**config.mk**
```make
export PLATFORM = sky130hd
export DESIGN_NAME = systolic_output_collector
export DESIGN_NICKNAME = d
export VERILOG_FILES = /design/src/rtl/systolic_output_collector.sv
export SDC_FILE = /design/constraint.sdc
export NUM_CORES = 1
export LEC_CHECK = 0
export BUFFER_PORTS_ARGS = -buffer_cell sky130_fd_sc_hd__buf_4
export CELL_PAD_IN_SITES_DETAIL_PLACEMENT = 1
export CELL_PAD_IN_SITES_GLOBAL_PLACEMENT = 2
export CORE_ASPECT_RATIO = 0.8
export CORE_MARGIN = 3
export CORE_UTILIZATION = 49
export CTS_BUF_LIST = sky130_fd_sc_hd__clkbuf_2
export CTS_CLUSTER_DIAMETER = 200
export DETAILED_ROUTE_END_ITERATION = 16
export PLACE_DENSITY = 0.93
export SLEW_MARGIN = 20
export SYNTH_ARGS = -nofsm -noshare
export SYNTH_HDL_FRONTEND = slang
export SYNTH_SLANG_ARGS = --single-unit
export TNS_END_PERCENT = 30
```
**constraint.sdc**
```tcl
create_clock -name CLK -period 22.5 [get_ports CLK]
set_clock_uncertainty 0.15 [all_clocks]
set_input_delay 2.25 -clock CLK [delete_from_list [all_inputs] [get_ports CLK]]
set_output_delay 2.25 -clock CLK [all_outputs]
set_load 0.005 [all_outputs]
```
**src/rtl/systolic_output_collector.sv**
```systemverilog
// Systolic array bottom-edge collector: de-skews columns into rows, buffers and drains them.
// Build with OUTPUT_RELU_EN defined to clamp negative column values to zero on FIFO write.
module systolic_output_collector #(
  parameter int NUM_COLS               = 4,
  parameter int ACCUMULATOR_DATA_WIDTH = 32,
  parameter int FIFO_DEPTH             = 8,
  parameter int ROW_COUNT_WIDTH        = 16
) (
  input  logic                                       CLK,
  input  logic                                       SYNC_RST,
  input  logic                                       Start,
  input  logic [ROW_COUNT_WIDTH-1:0]                 RowCount,
  input  logic [NUM_COLS*ACCUMULATOR_DATA_WIDTH-1:0] PsumIn,
  input  logic                                       PsumValid,
  output logic [NUM_COLS*ACCUMULATOR_DATA_WIDTH-1:0] OutData,
  output logic                                       OutValid,
  input  logic                                       OutReady,
  output logic                                       Stall,
  output logic                                       Busy,
  output logic                                       Done,
  output logic                                       Overflow
);

  localparam int W   = ACCUMULATOR_DATA_WIDTH;
  localparam int RW  = NUM_COLS * W;
  localparam int AW  = $clog2(FIFO_DEPTH);
  localparam int CW  = AW + 1;
  localparam int VW  = NUM_COLS - 1;
  localparam int RCW = ROW_COUNT_WIDTH;

  localparam logic [1:0] S_IDLE    = 2'd0;
  localparam logic [1:0] S_COLLECT = 2'd1;
  localparam logic [1:0] S_DRAIN   = 2'd2;

  logic [1:0]     state;
  logic [RCW-1:0] target;
  logic [RCW-1:0] rows;
  logic [RCW-1:0] rows_inc;
  logic           done_q;
  logic           ovf_q;

  logic [RW-1:0]  aligned;
  logic [RW-1:0]  wdata;
  logic [VW-1:0]  vpipe;
  logic           row_valid;

  logic [RW-1:0]  mem [FIFO_DEPTH];
  logic [AW-1:0]  wr_ptr;
  logic [AW-1:0]  rd_ptr;
  logic [CW-1:0]  count;
  logic [CW-1:0]  free;
  logic           full;
  logic           push;
  logic           pop;
  logic           push_ok;

  // Column c arrives c cycles late, so it is held NUM_COLS-1-c cycles.
  for (genvar c = 0; c < NUM_COLS; c++) begin : g_col
    localparam int D = NUM_COLS - 1 - c;
    if (D == 0) begin : g_pass
      assign aligned[c*W +: W] = PsumIn[c*W +: W];
    end else begin : g_dly
      logic [W-1:0] sr [D];
      always_ff @(posedge CLK) begin
        if (!SYNC_RST) begin
          for (int i = 0; i < D; i++) sr[i] <= '0;
        end else begin
          sr[0] <= PsumIn[c*W +: W];
          for (int i = 1; i < D; i++) sr[i] <= sr[i-1];
        end
      end
      assign aligned[c*W +: W] = sr[D-1];
    end
  end

  always_ff @(posedge CLK) begin
    if (!SYNC_RST) vpipe <= '0;
    else           vpipe <= (vpipe << 1) | VW'(PsumValid);
  end

  assign row_valid = vpipe[VW-1];

  always_comb begin
    wdata = aligned;
`ifdef OUTPUT_RELU_EN
    for (int i = 0; i < NUM_COLS; i++) begin
      if (aligned[i*W+W-1]) wdata[i*W +: W] = '0;
    end
`endif
  end

  assign OutValid = (count != '0);
  assign full     = (count == CW'(FIFO_DEPTH));
  assign pop      = OutValid && OutReady;
  assign push     = (state == S_COLLECT) && row_valid;
  // A pop in the same cycle frees the slot the push needs.
  assign push_ok  = push && (!full || pop);
  assign free     = CW'(FIFO_DEPTH) - count;
  assign OutData  = OutValid ? mem[rd_ptr] : '0;

  always_ff @(posedge CLK) begin
    if (push_ok) mem[wr_ptr] <= wdata;
  end

  always_ff @(posedge CLK) begin
    if (!SYNC_RST) begin
      wr_ptr <= '0;
      rd_ptr <= '0;
      count  <= '0;
    end else begin
      if (push_ok) wr_ptr <= wr_ptr + AW'(1);
      if (pop)     rd_ptr <= rd_ptr + AW'(1);
      count <= count + CW'(push_ok) - CW'(pop);
    end
  end

  assign rows_inc = rows + RCW'(1);

  always_ff @(posedge CLK) begin
    if (!SYNC_RST) begin
      state  <= S_IDLE;
      target <= '0;
      rows   <= '0;
      done_q <= 1'b0;
      ovf_q  <= 1'b0;
    end else begin
      done_q <= 1'b0;
      unique case (1'b1)
        (state == S_IDLE): begin
          if (Start) begin
            target <= RowCount;
            rows   <= '0;
            ovf_q  <= 1'b0;
            state  <= (RowCount == '0) ? S_DRAIN : S_COLLECT;
          end
        end
        (state == S_COLLECT): begin
          if (row_valid) begin
            rows <= rows_inc;
            if (full && !pop) ovf_q <= 1'b1;
            if (rows_inc == target) state <= S_DRAIN;
          end
        end
        (state == S_DRAIN): begin
          if (!OutValid) begin
            state  <= S_IDLE;
            done_q <= 1'b1;
          end
        end
        default: state <= S_IDLE;
      endcase
    end
  end

  assign Stall    = (state == S_COLLECT) && (free <= CW'(NUM_COLS));
  assign Busy     = (state != S_IDLE);
  assign Done     = done_q;
  assign Overflow = ovf_q;

endmodule

```
==> flow_summary.ini <==
[clocking]
ctsResizeCount = 0
numCtsBuffers = 314
insertion_delay_ns = 1.50
cts.clk_slew.worst_paths_ns = 0.10
cts-root-buf = clkbuf_2
cts.path.max_buffers = 4
h-tree-depth = 5
cts_sinks = 1268
cts_tree = yes
cts_setup_buffers = 0
cts.hold.buffers_added = 0

[synth]
ys_warn_count = 0
synth-xor-area-share = 0.00469
synth_top_area_share = 0.658
synth_compound_area_frac = 0.0108
avgSynthCellArea_um2 = 19.5
syn_nets = 2561
synth_area_leaders = edfxtp_1, mux4_2, dfxtp_1, and2_1, mux2i_1
ys_ff_latch = 1268
synth.area.mux_share = 0.151
ys_async_sr_fraction = 0
synth_simple_gate_area_frac = 0.0558
synth_ff_type = edfxtp_1
syn_inst = 2401
syn_area_mm2 = 0.0467
yosysTopAreaCell = edfxtp_1
synthAdderAreaFrac = 0.00311
ys_seq_area_frac = 0.763
synth.distinct_cells = 58
synth_edf_count = 1024
synth_top_family_by_area = multiplexers

[run_status]
outcome = finished, final reports clean

[floorplanning]
dieArea_mm2 = 0.0991
die_w_um = 351
initial_core_util = 0.498
core_area_mm2 = 0.0938
num_rows = 100
fp.dieH_um = 282
ios = 282

[drt]
drt_pass1_iterations = 5
wl_per_cell_um = 24.4
totalWireLength_um = 106000
dr_total_vias = 23900
drtIter0Drc = 1594
vias_per_cell = 5.50
drc = 0
ant_nets = 0

[finish]
final_cells = 4352
syn2layout_area_growth_pct = 13.3
final_area_mm2 = 0.0530
nFillCells = 8603
nNetsFinal = 3051
final_core_util = 0.564
layout_commonest_cell = edfxtp_1
layout_common_cells = edfxtp_1, clkbuf_2, buf_4
drive_gt1_frac = 0.344

[timing]
period_minus_slack_ns = 7.74
grt_setup_unrepaired = false
final-setup-viol-count = 0
fin_crit_sh = 0.344
setup_tns_ns = 0
final-hold-violation-count = 0
timing.hold.ws_ns = 0.230
worst_slack_ns = 14.76
tightestPinTransition_ns = 1.11
max_freq_mhz = 129
slew_viol_final = 0
maxSlewHeadroom = 0.261

[setup_path]
r2r_cells = 14
crit_chain = buf_4, buf_4, mux4_2, mux2i_1, nor2_1, buf_4
critPathMaxFanout = 72
startpoint_type = register
cpMaxStageDelayCell = buf_4
reg2reg_slack_ns = 18.29
cp_data_required_time_ns = 20.10
end_kind = output pin
crit_top_cell = buf_4
worstSetupPathType = reg -> out
arrival_ns = 5.34
max_stage_delay_ns = 0.96

[worst_hold_path]
hold_class = reg -> reg
whs_path_depth = 1

[placement]
placed_area_mm2 = 0.0502
gp_congestion = 0.746
hpwl_um = 55100
dp.cells = 3799
pre_cts_slack_ns = 15.98
io_buffers = 281

[power]
leakage_nw = 18.1
p_clk_frac = 0.284
p_int_mw = 3.73
p_comb_frac = 0.218
pwr-share-seq = 0.499
p_sw_frac = 0.285
power_mw = 5.22
switchingPower_mw = 1.49
powerDensity_mw_per_mm2 = 98.5
vdd_ir_drop_max_mv = 0.0809

[global_route]
antenna_found_initial = 6
grt_overflow = 0
grt_start_max_net_pins = 129
grt_usage = 0.218
grt_pass1_vias = 26800
grt_pass1_wl_um = 161000

[job]
maxCapViolCount = 0
cell type report:
class,instances,area (um2),area share
Sequential cell,1268,35600,0.673
Multi-Input combinational cell,994,10600,0.200
Timing Repair Buffer,302,2410,0.0455
Clock buffer,480,2400,0.0454
Tap cell,1224,1530,0.0289
Clock inverter,63,324,0.00612
Inverter,11,41.3,0.000780
Antenna cell,10,25.0,0.000472
power by group through the flow:
| stage | logic, mW | registers, mW | clock network (mW) |
|---|---|---|---|
| global placement | 1.12 | 2.65 | 0 |
| global route | 1.23 | 2.61 | 1.67 |
| floorplan | 0.710 | 2.62 | 0 |
| finish | 1.14 | 2.60 | 1.48 |
| detailed placement | 1.16 | 2.66 | 0 |
| CTS | 1.16 | 2.60 | 1.54 |
metal layers:
metal  track usage  vias to the layer above  routed length [um]
met5             0                        -                  13
met4        0.0847                        2                2690
met3        0.0496                      204                5490
met2         0.364                      682               53600
met1         0.280                    12500               44300
li1              -                    10500                   -
critical path: cells and delay by family, from the launching register on:
family	cells	cell delay, ns
and+or+nand+nor	1	0.50
muxes	2	0.44
buffers and inverters	3	2.05
DFF	1	0.80
sequential cells by signal, indices dropped and copies added, names as in the netlist, 2 cells and up, named ones only:
signal          flops
count               4
vpipe               3
target             16
mem              1024
wr_ptr              3
state               2
rows               16
rd_ptr              3
g_col.g_dly.sr    192
final timing paths:
check                                                         start                                   to
worst min-delay path            g_col[0].g_dly.sr[0][34]$_SDFF_PN0_  g_col[0].g_dly.sr[0][66]$_SDFF_PN0_
worst max register to register                  count[2]$_SDFF_PN0_                  count[2]$_SDFF_PN0_
worst max-delay path                                       register                          OutData[34]
worst min register to register  g_col[0].g_dly.sr[0][34]$_SDFF_PN0_  g_col[0].g_dly.sr[0][66]$_SDFF_PN0_
cell families after synthesis:
kind of cell,count (synthesis)
adders and majority gates,11
and+or+nand+nor,495
muxes,385
xor gates and xnor gates,25
buffers and inverters,139
DFF,1268
AOI/OAI and AO/OA,78
synth_stat cells (3+ instances only):
cell	number
ha_1	10
nand2_1	65
mux4_2	256
nor3_1	12
nor4_1	9
buf_1	15
o21ai_0	19
inv_1	10
clkbuf_1	81
dfxtp_1	244
xor2_1	7
or3_1	3
buf_2	31
mux2i_1	129
nand2b_1	3
nand4_1	4
nor2_1	144
and2_1	207
nor3b_1	5
nor2b_1	11
xnor2_1	18
nand3_1	13
a21boi_0	24
nor4b_1	3
a21oi_1	15
edfxtp_1	1024
Power figures use the tool's default switching activity.
